==> src/rtl/jtdd_objdma.sv <==
// Copies the 2^OBJW-byte object table from main RAM to the object buffer once per vblank (JTDD_OBJDMA_DBLBUF_EN selects double-buffering).
// Latency: bus_req 1 cen after the LVBL fall; release 2^OBJW+1 cen after the grant when uninterrupted.
// Backpressure: a dropped bus_ack parks the copy; the unwritten address is re-read on regrant.
module jtdd_objdma #(
    parameter int OBJW = 9
) (
    input  logic            clk,
    input  logic            rst,
    input  logic            cen,
    input  logic            LVBL,
    output logic            bus_req,
    input  logic            bus_ack,
    output logic            blcnten,
    output logic [OBJW-1:0] obj_AB,
    input  logic [7:0]      ram_dout,
    output logic [OBJW:0]   buf_addr,
    output logic [7:0]      buf_din,
    output logic            buf_we,
    output logic            buf_bank,
    output logic            busy,
    output logic            done
);

    typedef enum logic [2:0] {IDLE, REQ, COPY, HOLD, FLUSH} state_t;

    state_t          st, st_nx;
    logic [OBJW:0]   addr, addr_nx, addr_m1;
    logic            first, first_nx;
    logic            lvbl_l;
    logic            wbank;
    logic            bus_req_nx, blcnten_nx, we_nx, done_nx, bank_nx, busy_nx;
    logic [OBJW:0]   waddr_nx;
    logic [7:0]      din_nx;

`ifdef JTDD_OBJDMA_DBLBUF_EN
    assign wbank = ~buf_bank;
`else
    assign wbank = 1'b0;
`endif

    assign addr_m1 = addr - (OBJW+1)'(1);
    // After the carry the address stays parked on the last entry instead of wrapping to 0
    assign obj_AB  = addr[OBJW] ? {OBJW{1'b1}} : addr[OBJW-1:0];

    always_comb begin
        st_nx      = st;
        addr_nx    = addr;
        first_nx   = first;
        bus_req_nx = bus_req;
        blcnten_nx = blcnten;
        we_nx      = buf_we;
        waddr_nx   = buf_addr;
        din_nx     = buf_din;
        done_nx    = 1'b0;
        bank_nx    = buf_bank;
        busy_nx    = busy;
        if (cen) begin
            we_nx = 1'b0;
            case (st)
                IDLE: if (lvbl_l && !LVBL) begin
                    st_nx      = REQ;
                    bus_req_nx = 1'b1;
                    busy_nx    = 1'b1;
                end
                REQ: if (bus_ack) begin
                    st_nx      = COPY;
                    blcnten_nx = 1'b1;
                    addr_nx    = '0;
                    first_nx   = 1'b1;
                end
                COPY: if (bus_ack) begin
                    if (!first) begin
                        we_nx    = 1'b1;
                        waddr_nx = {wbank, addr_m1[OBJW-1:0]};
                        din_nx   = ram_dout;
                    end
                    first_nx = 1'b0;
                    addr_nx  = addr + (OBJW+1)'(1);
                    if (addr == {1'b0, {OBJW{1'b1}}}) st_nx = FLUSH;
                end else begin
                    // The read in flight is lost: step back so it is fetched again
                    st_nx      = HOLD;
                    blcnten_nx = 1'b0;
                    first_nx   = 1'b1;
                    if (!first) addr_nx = addr_m1;
                end
                HOLD: if (bus_ack) begin
                    st_nx      = COPY;
                    blcnten_nx = 1'b1;
                end
                FLUSH: begin
                    we_nx      = 1'b1;
                    waddr_nx   = {wbank, addr_m1[OBJW-1:0]};
                    din_nx     = ram_dout;
                    bus_req_nx = 1'b0;
                    blcnten_nx = 1'b0;
                    done_nx    = 1'b1;
                    busy_nx    = 1'b0;
                    st_nx      = IDLE;
`ifdef JTDD_OBJDMA_DBLBUF_EN
                    bank_nx    = ~buf_bank;
`endif
                end
                default: st_nx = IDLE;
            endcase
        end
    end

    always_ff @(posedge clk) begin
        if (rst) begin
            st       <= IDLE;
            addr     <= '0;
            first    <= 1'b1;
            lvbl_l   <= 1'b0;
            bus_req  <= 1'b0;
            blcnten  <= 1'b0;
            buf_we   <= 1'b0;
            buf_addr <= '0;
            buf_din  <= '0;
            done     <= 1'b0;
            buf_bank <= 1'b0;
            busy     <= 1'b0;
        end else begin
            if (cen) lvbl_l <= LVBL;
            st       <= st_nx;
            addr     <= addr_nx;
            first    <= first_nx;
            bus_req  <= bus_req_nx;
            blcnten  <= blcnten_nx;
            buf_we   <= we_nx;
            buf_addr <= waddr_nx;
            buf_din  <= din_nx;
            done     <= done_nx;
            buf_bank <= bank_nx;
            busy     <= busy_nx;
        end
    end

endmodule

==> config.mk <==
export PLATFORM = sky130hd
export DESIGN_NAME = jtdd_objdma
export DESIGN_NICKNAME = d
export VERILOG_FILES = /design/src/rtl/jtdd_objdma.sv
export SDC_FILE = /design/constraint.sdc
export NUM_CORES = 1
export LEC_CHECK = 0
export CORE_ASPECT_RATIO = 0.8
export CORE_MARGIN = 3
export CORE_UTILIZATION = 45
export DETAILED_ROUTE_END_ITERATION = 6
export PLACE_DENSITY = 0.76
export SETUP_SLACK_MARGIN = 0.2
export SYNTH_ARGS = -nofsm -noshare
export SYNTH_HDL_FRONTEND = slang
export SYNTH_SLANG_ARGS = --single-unit
export TNS_END_PERCENT = 1
==> constraint.sdc <==
create_clock -name clk -period 2.1 [get_ports clk]
set_input_delay 0.21 -clock clk [delete_from_list [all_inputs] [get_ports clk]]
set_output_delay 0.21 -clock clk [all_outputs]
set_load 0.02 [all_outputs]
Yosys cells after proc, flatten, opt, wreduce, memory -nomap -nowiden
Cells that the tools add are included.

Register bits: 37. Output and inout port bits: 33. Input bits: 13. Word-level logic and storage cells: 68.

Reduce and logical (&&, ||, !) cells: 15. Bitwise gates (word level): 1. Muxes and demuxes: 27. Add/sub/neg operators: 2. Equality and inequality tests: 13.

Operators with widths (count): 10-bit 2-to-1 mux (5); 10-bit one-hot mux with 2 select lines (2); 8-bit 2-to-1 mux (2); 8-bit one-hot mux with 2 select lines (1); 4-bit AND reduction (4); 3-bit 2-to-1 mux (4); 10-bit by 1-bit adder with 10-bit output, second input constant (1); 10-bit by 9-bit equality test with 1-bit output, second input constant (1); 2-bit != test, second input constant (5); 10-bit by 1-bit subtractor with 10-bit output, second input constant (1); 9-bit 2-to-1 mux (1); 3-bit one-hot mux with 3 select lines (1); 1-bit 2-to-1 mux (7); 3-bit by 2-bit equality test with 1-bit output, second input constant (2); 3-bit != test, second input constant (2); 1-bit one-hot mux with 2 select lines (3); 3-bit AND reduction (2); 2-bit nonzero test (3); 2-bit OR reduction (2); 3-bit by 1-bit equality test with 1-bit output, second input constant (1); 3-bit equality test, second input constant (1); 3-bit logical NOT (1); 1-bit one-hot mux with 3 select lines (1); 3-bit nonzero test (1); other kinds (4) (4).

Logic depth before layout (Yosys ltp)
Depth in word-level cells: 4. Gate-level depth with buffers: 8. Mapped depth without buffers: 7.

Worst setup path before layout
OpenSTA, ideal clock, no wires.

Kind: reg2reg. From: reg addr[0]. To: reg buf_addr[8]. Stages on the path, launching flop included: 9. Path buffers: 1. Slack: 0.116 ns. Arrival time: 1.898 ns. Setup time: 0.086 ns. Path through: dfxtp_1 -> clkbuf_1 -> inv_1 -> ha_1 -> or3b_2 -> nor3_2 -> nand3_1 -> xor2_1 -> a211oi_1.

Longest elaborated chain between the ends: 4.

Ends and longest elaborated chain: start, declared (RTL line 27) `logic [OBJW:0] addr, addr_nx, addr_m1;`; start signal, assigned (RTL line 126) `addr <= addr_nx;`; 10-bit by 1-bit subtractor with 10-bit output (*) (RTL line 41) `assign addr_m1 = addr - (OBJW+1)'(1);`; 10-bit 2-to-1 mux (RTL line 72) `if (!first) begin`; 10-bit 2-to-1 mux (RTL line 71) `COPY: if (bus_ack) begin`; 10-bit one-hot mux with 2 select lines (*) (RTL line 59) `case (st)`; end signal, assigned (RTL line 131) `buf_addr <= waddr_nx;`; end, declared (RTL line 16) `output logic [OBJW:0] buf_addr,`.

Every way passes the cells marked *; elsewhere a longest branch is shown, timed or not. The select of a mux whose other input is x is not followed. A chain may end at the register's enable or synchronous reset.

Worst setup path in the final report
Same ends and word-level chain as after synthesis.

==> Implementation_results.wiki <==
{| class="wikitable"
! Metric !! Value
|-
| Setup TNS Final || 0 ns
|-
| Slew Limit Fails || 0
|-
| GRT overflow || 0
|-
| Layout Nets || 315
|-
| Antenna diode instance count || 0
|-
| Post-DRT Antenna Nets || 0
|-
| Count of input and output buffers || 43
|-
| Area enclosed by the die boundary || 5280 um2
|-
| Area of the core || 4230 um2
|-
| Result of the run || finished clean
|-
| Clock tree root buffer cell || sky130_fd_sc_hd__clkbuf_8
|-
| Biggest area contributors in the synthesized netlist || sky130_fd_sc_hd__dfxtp_1, sky130_fd_sc_hd__nor2_1, sky130_fd_sc_hd__mux2i_1, sky130_fd_sc_hd__a21oi_1, sky130_fd_sc_hd__a211oi_1
|-
| Unique masters post-synth || 46
|-
| Cell area after synthesis || 2000 um2
|-
| Mapped Avg Cell Area || 7.81 um2
|-
| Count of standard-cell rows || 21
|-
| Antenna violations before repair || 0
|-
| Crit path time final || 1.84 ns
|-
| Count of placed standard cells in the final layout, fillers left out || 358
|-
| Overall track demand over capacity in global routing || 20.3%
|-
| Clock Sinks || 36
|-
| CP startpoint kind || flop
|-
| Synthesis-to-finish area growth || 32.1%
|-
| Number of synthesized register bits || 36
|-
| Latest clock arrival within the worst-skew pair || 0.29 ns
|-
| Proportion of netlist area held by the largest area contributor || 36.1%
|-
| Worst Tran Pin Value || 0.528 ns
|-
| Worst Path Class, Setup || flop to flop
|-
| Worst min path class || flop to flop
|-
| Maximum fanout along the worst path || 9
|-
| Share of the core filled with cells || 62.4%
|-
| Final weighted congestion in routability-driven placement || 0.916
|-
| Leading cell type by number of instances after synthesis || sky130_fd_sc_hd__nor2_1
|-
| Largest net degree at the start of global routing || 38
|-
| Final wirelength || 5080 um
|-
| Router iterations before antenna repair || 4
|-
| DRC violation total after the first TritonRoute iteration || 146
|-
| Count of pins on the block boundary || 46
|-
| Clock tree from TritonCTS || built
|-
| Unrepaired setup endpoints after global routing || true
|-
| Most instantiated cells after synthesis || sky130_fd_sc_hd__nor2_1, sky130_fd_sc_hd__dfxtp_1, sky130_fd_sc_hd__a21oi_1
|-
| Hpwl dp || 3530 um
|-
| Vias in the first global route || 1829
|-
| Area of placed instances || 2530 um2
|-
| Source of the critical timing path || addr[0]
|-
| Number of failing setup endpoints in the final timing report || 0
|-
| Prevailing post-synth register cell || sky130_fd_sc_hd__dfxtp_1
|-
| Final number of hold-violating endpoints || 0
|-
| Cell count after placement || 349
|-
| Yosys top cell by area || sky130_fd_sc_hd__dfxtp_1
|-
| Leak pwr || 0.000991 uW
|-
| Post-synthesis cell count || 256
|-
| Share of flip-flops with an asynchronous set or reset after synthesis || 0%
|-
| Filler cell count in the final layout || 398
|-
| Post-placement setup slack || 0.162 ns
|-
| Clock-pin slew on the worst setup and hold paths || 0.07 ns
|-
| Starting density of the core || 47.2%
|-
| Chip Width || 80.5 um
|-
| Number of levels in the clock H-tree || 2
|-
| Highest attainable clock frequency || 544 MHz
|-
| Worst slew margin || 64.4%
|-
| Worst path arrival time || 2.04 ns
|-
| Number of warnings issued by yosys || 0
|-
| Buffer levels on the longest clock path || 2
|-
| Fin crit share || 87.5%
|-
| Via-per-instance ratio || 5.57
|-
| Worst endpoint required time || 2.31 ns
|-
| Worst reg2reg startpoint || addr[0]
|-
| Cts bufs inserted || 5
|-
| Vias || 1993
|-
| Residual DRC count || 0
|-
| Max-Cap Viols || 0
|-
| Sequential share of the synthesized area || 36.1%
|-
| Final non-filler cell area || 2640 um2
|-
| Kind of capture point of the worst setup path || flop
|-
| Final worst clock skew || 0.00572 ns
|-
| WL/cell || 14.2 um
|-
| Worst Min Path Start || buf_addr[4]
|-
| VDD IR-drop max || 444 uV
|-
| Die Height || 65.6 um
|-
| Post-synth EDFFs || 0
|-
| Final Worst Setup Slack || 0.262 ns
|-
| Layout cell share with drive strength beyond 1 || 13.6%
|-
| First-pass GRT wire length || 8420 um
|-
| Power density of the placed cells || 524 nW/um2
|}
## per-layer routing
layer	vias to the layer above	wire (um)	track usage (%)
met5	-	0	0
met4	0	73	5.91
met3	10	469	6.16
met1	899	2310	28.2
li1	981	-	-
met2	103	2230	30.1
## power by group
group | leakage (uW) | switching (uW) | total (uW) | internal [uW]
Clock | 0.0000479 | 264 | 495 | 231
Combinational | 0.000652 | 95.4 | 182 | 86.6
Sequential | 0.000291 | 13.2 | 704 | 691
Total | 0.000991 | 373 | 1380 | 1010
## through the flow
stage               power, uW  hold slack (ns)
floorplan                 830            0.357
global placement          894            0.471
detailed placement        896            0.490
CTS                      1390            0.504
global route             1440            0.517
finish                   1380            0.502
## state kept, by name (all words and copies together) (netlist names)
signal    count
st            3
lvbl_l        1
addr         10
done          1
buf_din       8
blcnten       1
buf_we        1
first         1
busy          1
buf_addr      9
## cell families after synthesis
group	share of synthesized area, %
xor gates and xnor gates	3.51
adders and majority gates	1.25
DFF	36.1
other	0.188
and+or+nand+nor	27.6
muxes	6.01
buffers and inverters	6.76
AOI/OAI and AO/OA	18.6
## cell type report
cell class | instances | area, um2 | share of cell area, %
Inverter | 7 | 26.3 | 0.996
Tap cell | 57 | 71.3 | 2.70
Multi-Input combinational cell | 191 | 1170 | 44.2
Clock buffer | 5 | 68.8 | 2.61
Clock inverter | 3 | 18.8 | 0.711
Timing Repair Buffer | 59 | 563 | 21.3
Sequential cell | 36 | 723 | 27.4
## critical path, cell delays in order, from the launching register on
cell	delay [ns]
sky130_fd_sc_hd__dfxtp_2	0.37
sky130_fd_sc_hd__inv_2	0.10
sky130_fd_sc_hd__ha_4	0.16
sky130_fd_sc_hd__or3b_4	0.41
sky130_fd_sc_hd__nor3_4	0.19
sky130_fd_sc_hd__nand3_1	0.14
sky130_fd_sc_hd__xor2_1	0.17
sky130_fd_sc_hd__a211oi_1	0.22
## worst paths after layout
check | end | slack [ns] | depth (start not counted)
worst max-delay path | buf_addr[8] | 0.26 | 7
worst min-delay path | buf_addr[4] | 0.50 | 2
worst max register to register | buf_addr[8] | 0.26 | 7
worst min register to register | buf_addr[4] | 0.50 | 2
## cells in the final DEF (no fill, tap or decap), types with 4 or more instances in the layout
cell / instances
sky130_fd_sc_hd__nor3_1: 4
sky130_fd_sc_hd__buf_4: 15
sky130_fd_sc_hd__a31oi_1: 6
sky130_fd_sc_hd__xnor2_1: 5
sky130_fd_sc_hd__nor2b_1: 9
sky130_fd_sc_hd__clkdlybuf4s50_1: 43
sky130_fd_sc_hd__inv_1: 5
sky130_fd_sc_hd__a21oi_1: 17
sky130_fd_sc_hd__nor2_1: 37
sky130_fd_sc_hd__or2_2: 10
sky130_fd_sc_hd__nand2b_1: 5
sky130_fd_sc_hd__dfxtp_1: 34
sky130_fd_sc_hd__nand3_1: 10
sky130_fd_sc_hd__mux2i_1: 12
sky130_fd_sc_hd__clkbuf_8: 5
sky130_fd_sc_hd__a211oi_1: 9
sky130_fd_sc_hd__o21ai_0: 11
sky130_fd_sc_hd__a311oi_1: 4
sky130_fd_sc_hd__nand2_1: 15
## repair_timing
action                     CTS  global route
setup endpoints to repair    1             4
gates cloned                 0             0
gates resized for setup      2             3
hold buffers                 0             0
pin swaps                    0             1
buffers inserted             0             1
Power figures use the tool's default switching activity.
==> patch: new RTL, same flow settings <==
`OBJW`: 9 -> 18.
--- a/src/rtl/jtdd_objdma.sv
+++ b/src/rtl/jtdd_objdma.sv
@@ -4,3 +4,3 @@
 module jtdd_objdma #(
-    parameter int OBJW = 9
+    parameter int OBJW = 18
 ) (
Interface: changed (resized buf_addr and obj_AB); port bits go from 46 to 64. The function was not compared with the original's and may differ.
==> patch against the original RTL <==
Die area grew 50%; worst setup slack worse by 0.24 ns; sequential power up 58%; largest cell class unchanged; sequential cell count grew 18; total power is 110% higher; area after synthesis increased by 56%; clock power is 44% higher; final area up 63%; routed wire length grew 82%.
==> patch: results (changes against the original RTL) <==
| Metric | Value |
|---|---|
| Result of the run | `complete, no violations` |
| Initial drt markers | `229 (+57%)` |
| Setup bufs post-CTS | `1 (+1)` |
| Startpoint of the worst setup timing path | `addr[11]` |
| Hold Path Origin | `lvbl_l` |
| Count of multi-input gates | `295 (+54%)` |
| Global-route wire length before repair | `14800 um (+76%)` |
| Post-route clock skew | `0.00641 ns (+0.000689 ns)` |
| Estimated wirelength of the detail-placed design | `6490 um (+84%)` |
| Area after detailed placement | `4010 sq um (+59%)` |
| Number of cells traversed by the worst register-to-register path | `5 (-2)` |
| Pin count of the biggest net entering global routing | `43 (+13%)` |
| Number of signal-net buffers in the layout | `105 (+78%)` |
| Final-layout clock buffer total | `6 (+1)` |
| Final std cell area, no fill | `4310 sq um (+63%)` |
| Internal power | `1.92 mW (+91%)` |
| Nonclk inv count | `9 (+2)` |
| Sequential cell area fraction in the yosys report | `0.348 (-0.0129)` |
| Reg clk slew, reported paths | `0.10 ns (+0.03 ns)` |
| Mean number of vias per cell | `5.85 (+5.0%)` |
| Count of input and output buffers | `61 (+42%)` |
| Global-route total usage across every layer | `0.228 (+0.0248)` |
| Number of fill cells in the layout | `573 (+44%)` |
| Register-to-register setup slack | `0.02 ns (-0.24 ns)` |
| Cell types with the highest counts after synthesis | `sky130_fd_sc_hd__dfxtp_1, sky130_fd_sc_hd__nor2_1, sky130_fd_sc_hd__clkbuf_1, sky130_fd_sc_hd__a21oi_1, sky130_fd_sc_hd__nand2_1` |
| Sw Share | `0.327 (+0.0568)` |
| Fin nets | `485 (+54%)` |
| Regs by FF count | `addr (19), buf_addr (18), buf_din (8)` |
| Number of distinct library cell variants in the gate-level netlist after synthesis | `55 (+20%)` |
| Max stage delay on crit path | `0.54 ns (+0.13 ns)` |
| Reg power frac | `0.390 (-0.120)` |
| Total number of clock tree sinks | `54 (+50%)` |
| Multi-input logic portion of the cell area | `0.464 (+0.0219)` |
| Cell at the slowest stage of the critical path | `sky130_fd_sc_hd__or4_4` |
| Proportion of cell area occupied by registers | `0.255 (-0.0193)` |
| Worst setup path end | `addr[18]` |
| Worst skew pair latency | `0.31 ns (+0.02 ns)` |
| Area share of the largest cell type after synthesis | `0.348 (-0.0129)` |
| Die Outline Area | `7950 sq um (+50%)` |
| Worst Hold Slack | `0.494 ns (-0.00763 ns)` |
| Transition time of the tightest slew-check pin | `0.603 ns (+0.0755 ns)` |
| Maximum fanout along the worst path | `2 (-7)` |
| Share of final-layout standard cells stronger than drive strength 1 | `0.238 (+0.102)` |
| Total Wirelength | `9220 um (+82%)` |
| Final non-clock buffer share | `0.223 (+0.00975)` |
| Combinational cell fraction of total power | `0.360 (+0.228)` |
| Static power due to leakage | `1.62 nW (+63%)` |
| Area contributors post-synth | `sky130_fd_sc_hd__dfxtp_1, sky130_fd_sc_hd__nor2_1, sky130_fd_sc_hd__mux2i_1, sky130_fd_sc_hd__a21oi_1, sky130_fd_sc_hd__clkbuf_1` |
==> patch: stage by stage <==
stage	setup slack (ns)	instances	TNS, ns
finish	0.0200	555	0
global route	-0.0412	555	-0.0412
CTS	0.0252	555	0
detailed placement	-0.00371	546	-0.00371
global placement	0.0310	546	0
floorplan	0.103	400	0
==> patch: cells by family (layout without fill, tap and decap cells) <==
logic type | count (synthesis) | after routing | share of synthesized area
AND/OR/NAND/NOR | 170 | 170 | 0.285
AO/OA/AOI/OAI | 89 | 89 | 0.193
flip-flops | 54 | 54 | 0.348
buffers and inverters | 51 | 122 | 0.0672
multiplexers | 17 | 17 | 0.0552
XOR/XNOR | 15 | 15 | 0.0423
adder cells (fa/ha/maj) | 2 | 2 | 0.00805
other | 1 | 2 | 0.00121
==> patch: per-layer routing <==
layer | vias up | GRT usage | share of wire
li1 | 1578 | - | -
met1 | 1500 | 0.308 | 0.45
met2 | 157 | 0.361 | 0.45
met3 | 10 | 0.0599 | 0.091
met4 | 0 | 0.0573 | 0.0060
met5 | - | 0 | 0
